File: src/rtl/bsg_wormhole_router_output_alloc.sv
// ---------------------------------------------------------------------------
// bsg_wormhole_router_output_alloc
//
// Per-output-port wormhole allocator. Picks one requesting input by
// round-robin, locks the output to that input until the packet's last flit
// has moved, and drives the crossbar select and the input-FIFO dequeue
// strobes.
//
// Ports:
//   clk_i      : clock
//   reset_n_i  : asynchronous active-low reset
//   req_i      : per-input header request for this output direction
//   len_i      : per-input header length (body flits), input i at
//                [i*len_width_p +: len_width_p]
//   valid_i    : per-input FIFO head valid
//   ready_i    : downstream link accepts a flit this cycle
//   valid_o    : flit presented to the output link
//   yumi_o     : one-hot dequeue strobe to the granted input FIFO
//   sel_o      : one-hot crossbar select, zero when idle
//   busy_o     : output locked to a packet
// ---------------------------------------------------------------------------
module bsg_wormhole_router_output_alloc #(
    parameter int inputs_p    = 5,
    parameter int len_width_p = 4
) (
    input  logic                            clk_i,
    input  logic                            reset_n_i,
    input  logic [inputs_p-1:0]             req_i,
    input  logic [inputs_p*len_width_p-1:0] len_i,
    input  logic [inputs_p-1:0]             valid_i,
    input  logic                            ready_i,
    output logic                            valid_o,
    output logic [inputs_p-1:0]             yumi_o,
    output logic [inputs_p-1:0]             sel_o,
    output logic                            busy_o
);

    localparam int IDX_W = (inputs_p > 1) ? $clog2(inputs_p) : 1;

    typedef enum logic [0:0] {
        IDLE = 1'b0,
        BUSY = 1'b1
    } state_e;

    state_e                  state_r;
    logic [inputs_p-1:0]     sel_r;
    logic [inputs_p-1:0]     last_r;
    logic [len_width_p:0]    cnt_r;

    logic [IDX_W-1:0]        last_idx_s;
    logic [IDX_W-1:0]        grant_idx_s;
    logic [inputs_p-1:0]     grant_s;
    logic [len_width_p-1:0]  len_sel_s;
    logic [len_width_p:0]    cnt_load_s;
    logic                    head_valid_s;
    logic                    xfer_s;

    // Convert the one-hot last-winner register into an index.
    always_comb begin
        last_idx_s = '0;
        for (int i = 0; i < inputs_p; i++) begin
            if (last_r[i]) begin
                last_idx_s = IDX_W'(i);
            end else begin
                last_idx_s = last_idx_s;
            end
        end
    end

    // Round-robin pick: first set request scanning upward from last winner + 1.
    // Scanning offsets 1..inputs_p means the last winner is checked last.
    always_comb begin
        int  idx;
        logic found;
        idx         = 0;
        found       = 1'b0;
        grant_s     = '0;
        grant_idx_s = '0;
        for (int k = 1; k <= inputs_p; k++) begin
            idx = int'(last_idx_s) + k;
            if (idx >= inputs_p) begin
                idx = idx - inputs_p;
            end else begin
                idx = idx;
            end
            if (!found && req_i[idx]) begin
                grant_s[idx] = 1'b1;
                grant_idx_s  = IDX_W'(idx);
                found        = 1'b1;
            end else begin
                found = found;
            end
        end
    end

    // Length of the winning header; the extra bit keeps len+1 from wrapping.
    assign len_sel_s  = len_i[grant_idx_s*len_width_p +: len_width_p];
    assign cnt_load_s = {1'b0, len_sel_s} + (len_width_p+1)'(1);

    assign head_valid_s = |(sel_r & valid_i);
    assign xfer_s       = (state_r == BUSY) && head_valid_s && ready_i;

    // Link-side outputs are combinational from the lock, valid_i and ready_i only.
    always_comb begin
        if (state_r == BUSY) begin
            valid_o = head_valid_s;
        end else begin
            valid_o = 1'b0;
        end
        if (xfer_s) begin
            yumi_o = sel_r;
        end else begin
            yumi_o = '0;
        end
    end

    assign sel_o  = sel_r;
    assign busy_o = (state_r == BUSY);

    // Allocation state machine: arbitrate in IDLE, count flits out in BUSY.
    always_ff @(posedge clk_i or negedge reset_n_i) begin
        if (!reset_n_i) begin
            state_r <= IDLE;
            sel_r   <= '0;
            cnt_r   <= '0;
            last_r  <= {1'b1, {(inputs_p-1){1'b0}}};
        end else begin
            case (state_r)
                IDLE: begin
                    if (|req_i) begin
                        sel_r   <= grant_s;
                        last_r  <= grant_s;
                        cnt_r   <= cnt_load_s;
                        state_r <= BUSY;
                    end else begin
                        state_r <= IDLE;
                    end
                end
                BUSY: begin
                    if (xfer_s) begin
                        cnt_r <= cnt_r - (len_width_p+1)'(1);
                        if (cnt_r == (len_width_p+1)'(1)) begin
                            state_r <= IDLE;
                            sel_r   <= '0;
                        end else begin
                            state_r <= BUSY;
                        end
                    end else begin
                        state_r <= BUSY;
                    end
                end
                default: begin
                    state_r <= IDLE;
                    sel_r   <= '0;
                    cnt_r   <= '0;
                end
            endcase
        end
    end

endmodule

File: config.mk
export PLATFORM = sky130hd
export DESIGN_NAME = bsg_wormhole_router_output_alloc
export DESIGN_NICKNAME = d
export VERILOG_FILES = /design/src/rtl/bsg_wormhole_router_output_alloc.sv
export SDC_FILE = /design/constraint.sdc
export NUM_CORES = 1
export LEC_CHECK = 0
export ABC_AREA = 1
export ABC_CLOCK_PERIOD_IN_PS = 4600
export BUFFER_PORTS_ARGS = -buffer_cell sky130_fd_sc_hd__buf_2
export CORE_MARGIN = 4
export CORE_UTILIZATION = 30
export CTS_CLUSTER_DIAMETER = 30
export DETAILED_ROUTE_END_ITERATION = 10
export SLEW_MARGIN = 5
export SYNTH_ARGS = -nofsm -noshare
export SYNTH_HDL_FRONTEND = slang
export SYNTH_SLANG_ARGS = --single-unit
File: constraint.sdc
create_clock -name clk_i -period 4.6 [get_ports clk_i]
set_input_delay 0.23 -clock clk_i [delete_from_list [all_inputs] [get_ports clk_i]]
set_output_delay 0.23 -clock clk_i [all_outputs]
set_load 0.02 [all_outputs]
==> flow_results.org, run 1 <==
** Status
- The run finished with clean final reports.

** Global route
- Maximum number of pins on one net before global-route repair :: 17
- Initial antenna violation count :: 0
- Global-route wire length before repair :: just under 10000 um
- Global routing usage summed across all routing layers :: 0.153
- The via count of the first global-routing pass is approximately 2100.
- Summed over all layers, the global routing overflow is 0.

** Logic synthesis
- Yosys cell types :: 40
- Average cell area after synthesis :: between 6 and 7 um2
- Synth warnings :: 0
- In this run the cell area of the synthesized design comes to just under 2000 um2.
- Synthesized netlist net count :: roughly 360
- Total of flip-flops plus latches after synthesis :: 15
- Mapped Cells :: around 310
- For this run, the register share of the synthesized area comes to 0.191.

** Clock network
- Number of H-tree levels :: 1
- In this run, CTS created clock tree buffers numbering 3.
- After clock tree synthesis, the flow added hold-fix buffers numbering 1.
- TritonCTS clock tree :: yes
- Clock-pin slew was measured on the worst setup and hold paths at about 0.060 ns.
- The cell sitting at the root of the clock tree is a sky130_fd_sc_hd__clkbuf_8.
- Post-CTS sizing :: 0
- Clock sinks :: 15
- Max Buffers Root-to-Sink :: 2
- At the later pin of the worst-skew pair, clock insertion delay measures approximately 0.25 ns.
- Once the clock tree was built, the setup fixing pass inserted 0 buffers.

** Critical path
- Endpoint kind of the worst setup timing path :: register
- Critical path class :: reg -> reg
- The cell that appears most often on the critical path is sky130_fd_sc_hd__nand2_1.
- Counting both buffers and inverters, the worst setup path holds a total of 5.
- Data on the critical path arrives at its endpoint at 3.95 ns.
- R2R Path End :: cnt_r[1]
- Reg2reg start :: last_r[2]
- At the worst endpoint, the required time is between 4 and 5 ns.
- Levels on crit path :: 26
- The worst setup path is launched from a register.
- Of all nets on the critical path, the largest fanout is 8.
- The number of cells on the worst reg-to-reg path is 26.
- Longest individual stage delay on the worst path :: approximately 0.42 ns
- Setup slack on the worst reg-to-reg path comes out at about 0.77 ns.
- In this design, the largest share of critical-path delay is due to simple AND/OR/NAND/NOR gates.
- In this run the worst setup path terminates at cnt_r[1].
- Worst setup path startpoint :: last_r[2]
- Cell with the largest stage delay on the worst path :: sky130_fd_sc_hd__dfrtp_1

** Timing
- Final sum of negative setup slack :: 0 ns
- The routed design could run at a clock period as short as 3.83 ns.
- The number of max-slew violations in the final report is 0.
- In the finished design, the share of the clock period the worst path needs comes to 0.832.
- Number of failing setup endpoints in the final timing report :: 0
- Final Hold Viols :: 0
- Least-Margin Pin Slew :: between 0.7 and 0.8 ns
- Clock skew on the completed layout was measured at approximately 0.0013 ns.
- Worst slew margin relative to its limit :: 0.512
- Fmax :: between 0.2 and 0.3 GHz
- Setup repair after global routing left no endpoint under its margin.

** Placement
- At the end of routability-driven placement, the weighted congestion stood at 1.02.
- Total placed instance area :: about 2200 um2
- PortBufs :: 44
- Once detailed placement completed, the half-perimeter wirelength came to ~4800 um.

** Final layout
- Final net count :: 400
- Area of the multi-input gates :: ~1400 um2
- Registers take between 300 and 400 um2.
- The repair_antennas step left the layout with diodes totalling 0.
- Relative to the synthesized area, the layout overhead comes to 16.8%.
- Measured on the finished design, the core utilization comes to 0.362.
- Area of all placed cells without fillers :: around 2300 um2
- Number of filler cells placed in the layout :: between 600 and 700
- Share of layout cells above drive strength 1 :: 0.249

** Drt
- Remaining number of nets flagged by the antenna check after routing :: 0
- The detailed router used layers up to and including met4.
- The detailed router placed 2295 vias in this run.
- Router iterations before antenna repair :: 5
- Drc violations :: 0
- In the detailed route, the total length drawn on met3 is between 400 and 500 um.
- Wire length on met2 :: about 2600 um
- Post-Route WL :: 5820 um
- Wire length on met1 :: between 2000 and 3000 um
- After detailed routing, the average wire length per cell comes to 13.4 um.
- The detailed router finished its first iteration with 309 violations.
- Post-DR vias/cell :: approximately 5.3

** Worst hold path
- The worst hold path belongs to the class in -> reg.

** Floorplan
- From bottom edge to top edge, the die measures about 89 um.
- Io pins :: 45
- The core region is 6350 um2.
- Die footprint :: 7920 um2
- The initial utilization of the core area, before any placement, comes to 0.310.
- Width of the die :: ~90 um
- Core Rows :: 29

** Run
- Max-cap violations :: 0
## per-layer routing
layer / vias up / track usage
li1: 1151 / -
met5: - / 0
met3: 16 / 0.0138
met2: 100 / 0.240
met1: 1028 / 0.225
met4: 0 / 0.0433
## worst register-to-register path, cell delays in order (launching register included)
cell,delay (ns)
sky130_fd_sc_hd__dfrtp_1,0.42
sky130_fd_sc_hd__inv_2,0.15
sky130_fd_sc_hd__nand2_2,0.15
sky130_fd_sc_hd__nand2_1,0.09
sky130_fd_sc_hd__nand2_1,0.15
sky130_fd_sc_hd__ha_1,0.39
sky130_fd_sc_hd__inv_1,0.09
sky130_fd_sc_hd__nor2_1,0.07
sky130_fd_sc_hd__nor2_1,0.29
sky130_fd_sc_hd__inv_2,0.09
sky130_fd_sc_hd__nand3_2,0.09
sky130_fd_sc_hd__nand2_1,0.06
sky130_fd_sc_hd__nand2_2,0.08
sky130_fd_sc_hd__nand2_4,0.05
sky130_fd_sc_hd__nand2_1,0.10
sky130_fd_sc_hd__nor2_4,0.04
sky130_fd_sc_hd__nand2_4,0.12
sky130_fd_sc_hd__inv_4,0.06
sky130_fd_sc_hd__a21oi_1,0.11
sky130_fd_sc_hd__nand3_1,0.10
sky130_fd_sc_hd__nand2_2,0.12
sky130_fd_sc_hd__clkinv_1,0.12
sky130_fd_sc_hd__nand2_1,0.12
sky130_fd_sc_hd__nand2_2,0.08
sky130_fd_sc_hd__ha_1,0.28
sky130_fd_sc_hd__o211ai_1,0.15
sky130_fd_sc_hd__o21ai_0,0.12
## flip-flops by register name, indices dropped and copies added, names as in the netlist
name / count
last_r: 4
busy_o: 1
cnt_r: 5
sel_o: 5
## layout make-up
| class | instances | area share |
|---|---|---|
| clock buffer | 3 | 0.0179 |
| clock inverter | 1 | 0.00218 |
| inverter | 44 | 0.0729 |
| multi-input combinational | 250 | 0.601 |
| sequential | 15 | 0.164 |
| tap | 77 | 0.0419 |
| timing repair buffer | 45 | 0.100 |
## kinds of logic (layout without fill, tap and decap cells)
family	Yosys count	count (layout)	share of synthesized area
AND/OR/NAND/NOR	196	196	0.499
buffers and inverters	49	93	0.106
AO/OA/AOI/OAI	46	46	0.152
flip-flops	15	15	0.191
adder cells (fa/ha/maj)	8	8	0.0508
## through the flow
step	hold WS [ns]	setup WS, ns	instances
6_report	0.373	0.773	435
5_1_grt	0.389	0.371	435
4_1_cts	0.371	0.803	435
3_5_place_dp	0.155	0.825	430
3_3_place_gp	0.152	0.883	430
2_1_floorplan	-0.0656	1.31	314
## synth_stat cells (all sizes together)
| cell type | instances | share of area |
|---|---|---|
| o2111ai | 1 | 0.0044 |
| a221oi | 1 | 0.0044 |
| a31oi | 1 | 0.0032 |
| buf | 4 | 0.019 |
| o22ai | 4 | 0.013 |
| a31o | 1 | 0.0044 |
| nand4 | 6 | 0.019 |
| inv | 43 | 0.083 |
| a22oi | 1 | 0.0038 |
| clkinv | 1 | 0.0019 |
| nand2 | 86 | 0.20 |
| a21oi | 10 | 0.035 |
| o41ai | 2 | 0.0089 |
| clkbuf | 1 | 0.0019 |
| dfstp | 1 | 0.013 |
| o21bai | 1 | 0.0038 |
| nand3b | 2 | 0.0095 |
| nor3 | 8 | 0.023 |
| dfrtp | 14 | 0.18 |
| ha | 8 | 0.051 |
| a2111oi | 1 | 0.0044 |
| o211ai | 2 | 0.0076 |
| o21ai | 17 | 0.043 |
| nand3 | 61 | 0.17 |
| nor2 | 33 | 0.079 |
| o21a | 2 | 0.0076 |
| o221ai | 2 | 0.0089 |
## worst min path at each step
| stage | start | endpoint | slack [ns] | cells past startpoint |
|---|---|---|---|---|
| after floorplan | reset_n_i | busy_o | -0.07 | 0 |
| after global placement | reset_n_i | cnt_r[3] | 0.15 | 1 |
| after detailed placement | reset_n_i | cnt_r[3] | 0.16 | 1 |
| after CTS | len_i[16] | cnt_r[0] | 0.37 | 4 |
| after global routing | len_i[16] | cnt_r[0] | 0.39 | 4 |
| final | len_i[16] | cnt_r[0] | 0.37 | 4 |
## cells in the final DEF, fill, tap and decap left out, types with 2 or more instances in the layout
cell type	count
sky130_fd_sc_hd__a21oi_2	2
sky130_fd_sc_hd__o211ai_1	2
sky130_fd_sc_hd__buf_2	44
sky130_fd_sc_hd__nor2_4	3
sky130_fd_sc_hd__o41ai_1	2
sky130_fd_sc_hd__nand3_2	3
sky130_fd_sc_hd__nand3_1	57
sky130_fd_sc_hd__clkbuf_8	3
sky130_fd_sc_hd__inv_1	36
sky130_fd_sc_hd__o22ai_1	4
sky130_fd_sc_hd__inv_2	6
sky130_fd_sc_hd__nand2_1	70
sky130_fd_sc_hd__o221ai_1	2
sky130_fd_sc_hd__o21ai_0	17
sky130_fd_sc_hd__o21a_1	2
sky130_fd_sc_hd__nand2_4	6
sky130_fd_sc_hd__ha_1	8
sky130_fd_sc_hd__dfrtp_1	14
sky130_fd_sc_hd__a21oi_1	7
sky130_fd_sc_hd__nor3_1	7
sky130_fd_sc_hd__nor2_1	26
sky130_fd_sc_hd__nand2_2	10
sky130_fd_sc_hd__nor2_2	4
sky130_fd_sc_hd__nand4_1	6
Power of run 1 is left out: the tool's default activity adds up to more than one toggle a clock period on the data nets, which glitch-free logic cannot reach.
==> run 2, diff against run 1 <==
--- a/config.mk
+++ b/config.mk
@@ -6,7 +6,7 @@
 export NUM_CORES = 1
 export LEC_CHECK = 0
 export ABC_AREA = 1
-export ABC_CLOCK_PERIOD_IN_PS = 4600
+export ABC_CLOCK_PERIOD_IN_PS = 3100
 export BUFFER_PORTS_ARGS = -buffer_cell sky130_fd_sc_hd__buf_2
 export CORE_MARGIN = 4
 export CORE_UTILIZATION = 30
==> constraint.sdc (replaced) <==
create_clock -name clk_i -period 3.1 [get_ports clk_i]
set_input_delay 0.155 -clock clk_i [delete_from_list [all_inputs] [get_ports clk_i]]
set_output_delay 0.155 -clock clk_i [all_outputs]
set_load 0.02 [all_outputs]
==> run 2 against run 1 <==
Against the previous run:
- the run now ends with negative setup slack left
- clock-buffer cell count did not move
- routed wire length rose by 26%
- clock skew rose by 0.0024 ns
- critical endpoint is now cnt_r[4]
==> flow_results.org, run 2 (synthesis results as in run 1) <==
** Status
- Run status :: finished, violations left
- Failing checks :: negative setup slack

** Critical path
- STA classifies the critical path endpoint as a register.
- In this run the critical register-to-register path is launched from last_r[4].
- The worst register-to-register path has a depth of 21.
- The worst register-to-register path ends at cnt_r[4].
- The critical path is of the reg -> reg type.
- Category of the worst setup path launch point :: register
- STA puts the critical path data required time at ~3.3 ns.
- Data arrival time of the critical path :: around 3.3 ns
- Setup slack on the worst reg-to-reg path comes out at -0.01 ns.
- Along the worst path, the maximum fanout reaches 5.

** Timing
- The worst path in the final design needs a cycle of a little over 3 ns, including I/O delays and setup.
- At the pin with the least slew margin, the transition time is between 0.6 and 0.7 ns.
- Setup repair after global routing could not meet its margin everywhere.
- Worst setup slack after layout :: -0.0104 ns
- Final Cycle Share :: 1.00
- Worst slew margin relative to its limit :: 0.543
- Timing would allow up to 0.322 GHz.
- Setup violations remaining at the end of the flow were counted as 3.
- The number of hold violations in the final report came to 0.
- Across the routed clock network, the largest skew measured is roughly 0.0037 ns.
- Final max-slew violation count :: 0
- Final sum of negative setup slack :: -0.0237 ns

** Global route
- The initial antenna violation count came to 0.
- Vias in the first global route :: 2491
- Across every metal layer, demand over resource in global routing totals 0.177.
- Entering global routing, the biggest net connects 16 pins.
- The first global-routing pass estimated about 11000 um of wire.
- After global routing the overflow that remains totals 0.

** Clock network
- Counting the buffers created by CTS gives 3.
- CTS Root Cell :: sky130_fd_sc_hd__clkbuf_8
- Register clock-pin slew on the reported worst setup and hold paths :: around 0.060 ns
- TritonCTS clock tree :: yes
- Number of H-tree levels :: 1
- Max Buffers Root-to-Sink :: 2
- For the worst-skew pair, the clock arrives at the later sink with an insertion delay of 0.25 ns.
- The tree built by TritonCTS fans out to 15 sinks.

** Placement
- The congestion estimate from routability-driven global placement came to ~0.95.
- Port buffering added 44 buffers.
- After legalization and detailed placement, the total HPWL measured about 5400 um.

** Final layout
- Number of filler cells placed in the layout :: 597
- Core utilization of the finished layout :: 0.510
- Share of layout cells above drive strength 1 :: 0.518
- 0 antenna diodes ended up in the layout.
- From synthesis to final layout, the design area changed by 64.5%.
- Leaving out fill and tap cells, the most frequent cells in the layout are sky130_fd_sc_hd__buf_4, sky130_fd_sc_hd__nand2_1, sky130_fd_sc_hd__buf_2, sky130_fd_sc_hd__nand3_1, sky130_fd_sc_hd__inv_1.
- Final net count :: approximately 480
- Most common library cell in the layout ignoring fill and taps :: sky130_fd_sc_hd__buf_4

** Drt
- Via count of the routed design :: between 2000 and 3000
- For this block, the initial DRC count from the detailed router was 285.
- The detail route stage leaves a number of antenna-violating nets equal to 0.
- Drc violations :: 0
- The first TritonRoute pass finished after 7 iterations.
- Post-Route WL :: between 7000 and 8000 um
- Dividing the detail-routed via count by the number of cells gives 5.17.
- Dividing the detail-routed wire length by the instance count gives 14.4 um.

** Floorplan
- The initial utilization of the core area, before any placement, comes to 0.310.
- Die H :: 89.0 um
- Width of the die :: 89.0 um
- During I/O placement, the number of pins put on the boundary was 45.
- Die footprint :: 7920 um2
- The floorplan has 29 rows.
- Core box area :: ~6300 um2

** Run
- Max-cap violations :: 0

** Worst hold path
- Classification of the worst-slack hold path :: in -> async
[run 2: changes by cell type in the layout (fill, tap and decap cells not counted), moves of 3 or more]
cell                      change
sky130_fd_sc_hd__buf_4       +73
sky130_fd_sc_hd__nand2_1     -25
sky130_fd_sc_hd__nand2_2     +16
sky130_fd_sc_hd__nand3_1     -15
sky130_fd_sc_hd__nand3_2     +14
sky130_fd_sc_hd__nor2_4       +8
sky130_fd_sc_hd__nand2_4      +7
sky130_fd_sc_hd__nor2_1       -6
sky130_fd_sc_hd__ha_1         -5
sky130_fd_sc_hd__inv_1        -5
sky130_fd_sc_hd__ha_4         +4
sky130_fd_sc_hd__inv_4        +3
[run 2: critical path, stage by stage (launching register included)]
cell and delay (ns):
sky130_fd_sc_hd__dfstp_2 0.62, sky130_fd_sc_hd__inv_2 0.07, sky130_fd_sc_hd__nand2_4 0.09, sky130_fd_sc_hd__ha_4 0.23, sky130_fd_sc_hd__nor2_4 0.10, sky130_fd_sc_hd__nand2_4 0.07, sky130_fd_sc_hd__o21a_1 0.21, sky130_fd_sc_hd__a31o_2 0.23
sky130_fd_sc_hd__nand2_2 0.10, sky130_fd_sc_hd__nor2_4 0.04, sky130_fd_sc_hd__nand2_4 0.12, sky130_fd_sc_hd__inv_6 0.06, sky130_fd_sc_hd__a21oi_2 0.12, sky130_fd_sc_hd__nand3_2 0.10, sky130_fd_sc_hd__nand2_4 0.13, sky130_fd_sc_hd__buf_6 0.10
sky130_fd_sc_hd__buf_4 0.10, sky130_fd_sc_hd__nand3_4 0.08, sky130_fd_sc_hd__nand2_4 0.08, sky130_fd_sc_hd__nand3_2 0.08, sky130_fd_sc_hd__o21a_1 0.19, sky130_fd_sc_hd__a21oi_2 0.10
[run 2: area by class of cell]
type / instances / area (um2) / share of cell area
Timing Repair Buffer: 120 / 801 / 0.247
Inverter: 44 / 180 / 0.0556
Clock buffer: 3 / 41.3 / 0.0127
Clock inverter: 1 / 7.51 / 0.00232
Multi-Input combinational cell: 251 / 1740 / 0.536
Tap cell: 77 / 96.3 / 0.0297
Sequential cell: 15 / 377 / 0.116
[run 2: worst max path at each step]
stage,from,to,slack (ns),depth (start not counted)
CTS,last_r[2],cnt_r[4],-0.01,26
global placement,last_r[2],cnt_r[2],-0.13,23
global route,last_r[4],cnt_r[4],-0.21,24
finish,last_r[4],cnt_r[4],-0.01,21
detailed placement,last_r[4],cnt_r[1],-0.18,24
floorplan,last_r[3],cnt_r[1],0.002,25
[run 2: what timing repair did]
action                     4_1_cts  5_1_grt
gates cloned                     0        1
hold endpoints to repair        14        0
setup endpoints to repair        5        7
hold buffers                     1        0
gates resized for setup         34       48
buffers inserted                20        9
pin swaps                       23       52
[run 2: routing by layer]
layer / global-route usage / vias to the layer above / wire length, um / share of wire
met5: 0 / - / 0 / 0
met4: 0.0365 / 0 / 78 / 0.011
met3: 0.0101 / 11 / 535 / 0.073
met2: 0.305 / 105 / 3660 / 0.50
met1: 0.244 / 1224 / 3080 / 0.42
li1: - / 1302 / - / -
[run 2: per-stage QoR]
stage	cell area, um2	setup WS (ns)	cells	hold slack [ns]
2_1_floorplan	2010	0.00202	314	-0.141
3_3_place_gp	2620	-0.126	476	0.0785
3_5_place_dp	2620	-0.183	476	0.0803
4_1_cts	2970	-0.0121	501	0.333
5_1_grt	3240	-0.213	511	0.370
6_report	3240	-0.0104	511	0.340
Power of run 2 is left out for the same reason.
==> run 3, diff against run 2 <==
--- a/config.mk
+++ b/config.mk
@@ -8,10 +8,12 @@
 export ABC_AREA = 1
 export ABC_CLOCK_PERIOD_IN_PS = 3100
 export BUFFER_PORTS_ARGS = -buffer_cell sky130_fd_sc_hd__buf_2
+export CORE_ASPECT_RATIO = 0.6
 export CORE_MARGIN = 4
 export CORE_UTILIZATION = 30
 export CTS_CLUSTER_DIAMETER = 30
 export DETAILED_ROUTE_END_ITERATION = 10
+export REMOVE_ABC_BUFFERS = 1
 export SLEW_MARGIN = 5
 export SYNTH_ARGS = -nofsm -noshare
 export SYNTH_HDL_FRONTEND = slang
==> run 3 against run 2 <==
Against the previous run:
- the flow still finishes with violations (negative setup slack)
- clock skew grew 0.00063 ns
- first-iteration DRC count grew 7.7%
- clock-buffer cell count is the same
- setup slack lost 0.14 ns
- core utilization grew 0.41 points
- critical path type unchanged
- critical path depth grew 2
- sequential cell count is the same
- routed wire length grew 7.3%
- final cell count grew 1.6%
- die area grew 0.54%
- global-route usage grew 0.54 points
==> flow_results.org, run 3 (synthesis results as in run 1) <==
** Clock network
- CTS built an H-tree with a depth of 1.
- Number of clock buffers inserted by TritonCTS :: 3
- After clock tree synthesis, the clock-pin slew on the worst setup and hold paths is approximately 0.07 ns.
- CTS Root Cell :: sky130_fd_sc_hd__clkbuf_8
- Clock sinks :: 15
- Max Buffers Root-to-Sink :: 2
- Worst skew pair latency :: 0.25 ns
- TritonCTS built the clock tree.

** Final layout
- Of the cells placed in the final design, the portion with a size suffix greater than 1 is 0.492.
- Compared with the post-synthesis result, the final layout area differs by 63.2%.
- Leaving out fill and tap cells, the most frequent cells in the layout are sky130_fd_sc_hd__buf_4, sky130_fd_sc_hd__nand2_1, sky130_fd_sc_hd__nand3_1, sky130_fd_sc_hd__buf_2, sky130_fd_sc_hd__inv_1.
- Summing all non-filler instances in the final layout gives an area of ~3200 um2.
- Final net count :: 477
- 0 antenna diodes ended up in the layout.
- The library cell used most frequently in the layout, excluding fill and tap cells, is sky130_fd_sc_hd__buf_4.

** Floorplan
- During I/O placement, the number of pins put on the boundary was 45.
- After floorplanning, the core was sized to cover between 6000 and 7000 um2.
- In this run the vertical extent of the chip is 70.8 um.
- The die covers ~8000 um2.
- For this configuration, the core starts out at a cell density of 0.315.
- Core Rows :: 22
- Width of the die :: ~110 um

** Placement
- Total placed instance area :: between 2000 and 3000 um2
- At the end of routability-driven placement, the weighted congestion stood at about 0.95.
- Once detailed placement completed, the half-perimeter wirelength came to a little under 6000 um.
- In this run the tool buffered the top-level ports with 44 buffer cells.

** Critical path
- Critical path class :: reg -> reg
- STA classifies the critical path startpoint as a register.
- Together, buffers and inverters on the worst path number 3.
- Data arrival time of the critical path :: about 3.4 ns
- Cell with the largest stage delay on the worst path :: sky130_fd_sc_hd__dfrtp_1
- In this run the worst path has a maximum fanout of 8.
- The critical path goes through inv_2 -> nand2_2 -> nand2_2 -> nand2_4 -> ha_4 -> inv_4 -> nor2_4 -> nand3_2 -> nand3_1 -> nand2_2 -> buf_4 -> nand2_1 -> nand3_2 -> nand2_2 -> nand3_4 -> nand2_8 -> nand2_1 -> nand3_1 -> nand3_2 -> nand2_2 -> ha_4 -> o211ai_1 -> o21ai_1.
- Critical path data required time :: approximately 3.2 ns
- The largest single stage delay on the critical path is between 0.4 and 0.5 ns.
- The worst setup path is captured at a register.
- Family with the most delay on the worst path :: simple AND/OR/NAND/NOR gates
- Most Frequent Cell on Critical Path :: sky130_fd_sc_hd__nand2_2

** Timing
- Between clock sinks in the finished design, the worst skew comes to roughly 0.0043 ns.
- Number of failing setup endpoints in the final timing report :: 4
- Setup repair after global routing could not meet its margin everywhere.
- The number of max-slew violations in the final report is 0.
- Worst slew margin relative to its limit :: 0.453
- Dividing the final minimum period by the clock period gives 1.05.
- For the pin with the worst max-slew slack, the measured transition is roughly 0.81 ns.
- Across all hold checks on the routed design, the worst slack comes to roughly 0.35 ns.
- Worst setup slack after layout :: -0.147 ns
- Final sum of negative setup slack :: -0.344 ns
- Fmax :: 0.308 GHz
- Final Hold Viols :: 0
- Subtracting the final worst setup slack from the clock period gives 3.25 ns.

** Drt
- In this run, the number of DRC markers left after iteration 0 of detailed routing was roughly 300.
- Dividing the detail-routed via count by the number of cells gives approximately 5.2.
- For this run, the detailed router's first-pass iteration total came to 5.
- Drc violations :: 0
- The final layout contains routed wiring with a total length of approximately 8000 um.
- Dividing the detail-routed wire length by the instance count gives about 15 um.
- Remaining number of nets flagged by the antenna check after routing :: 0
- Via count of the routed design :: about 2700

** Global route
- Global-route wire length before repair :: 12000 um
- The initial antenna violation count was 0.
- Total congestion overflow :: 0
- Global routing usage summed across all routing layers :: 0.182
- Maximum number of pins on one net before global-route repair :: 16
- Vias in the first global route :: between 2000 and 2500

** Worst hold path
- Classification of the worst-slack hold path :: in -> reg

** Status
- The checks that failed: negative setup slack.
- The run finished, with violations left.

** Run
- Max-cap violations :: 0
## run 3: changes by cell type in the layout (fill, tap and decap cells not counted), sizes merged
cell	change
inv	-1
buf	+2
nor2	-1
clkinv	+1
## run 3: per-stage QoR
step / instances / setup slack, ns / util
2_1_floorplan: 309 / -0.129 / -
3_3_place_gp: 487 / -0.334 / 0.421
3_5_place_dp: 487 / -0.373 / 0.421
4_1_cts: 501 / 0.00428 / 0.463
5_1_grt: 519 / -0.329 / 0.514
6_report: 519 / -0.147 / 0.514
## run 3: final cells by class
class | instances | area, um2
Fill cell | 606 | 3030
Tap cell | 84 | 105
Timing Repair Buffer | 122 | 823
Sequential cell | 15 | 377
Multi-Input combinational cell | 250 | 1680
Inverter | 44 | 178
Clock buffer | 3 | 41.3
Clock inverter | 1 | 7.51
## run 3: worst paths after layout
check                                from        end  slack, ns  cells after the start
worst max-delay path            last_r[2]   cnt_r[1]      -0.15                     23
worst min-delay path            len_i[18]   cnt_r[2]       0.35                      5
worst max register to register  last_r[2]   cnt_r[1]      -0.15                     23
worst min register to register   sel_o[4]   sel_o[4]       0.59                      2
max in group asynchronous       reset_n_i  last_r[4]       2.43                      2
min in group asynchronous       reset_n_i   cnt_r[3]       0.37                      2
## run 3: worst min-delay path: cells and delay by family
family | cells | cell delay [ns]
AO/OA/AOI/OAI | 1 | 0.11
buffers and inverters | 1 | 0.07
AND/OR/NAND/NOR | 3 | 0.21
## run 3: repair_timing
action                     4_1_cts  5_1_grt
setup endpoints to repair        6        8
hold buffers                     1        0
gates resized for setup         37       43
buffers inserted                 9       18
pin swaps                       10       36
hold endpoints to repair        14        0
## run 3: routing by layer
layer | vias up | global-route usage | share of wire
li1 | 1301 | - | -
met1 | 1213 | 0.286 | 0.46
met2 | 149 | 0.254 | 0.42
met3 | 13 | 0.0427 | 0.10
met4 | 0 | 0.0240 | 0.0099
met5 | - | 0 | 0
Power of run 3 is left out for the same reason.
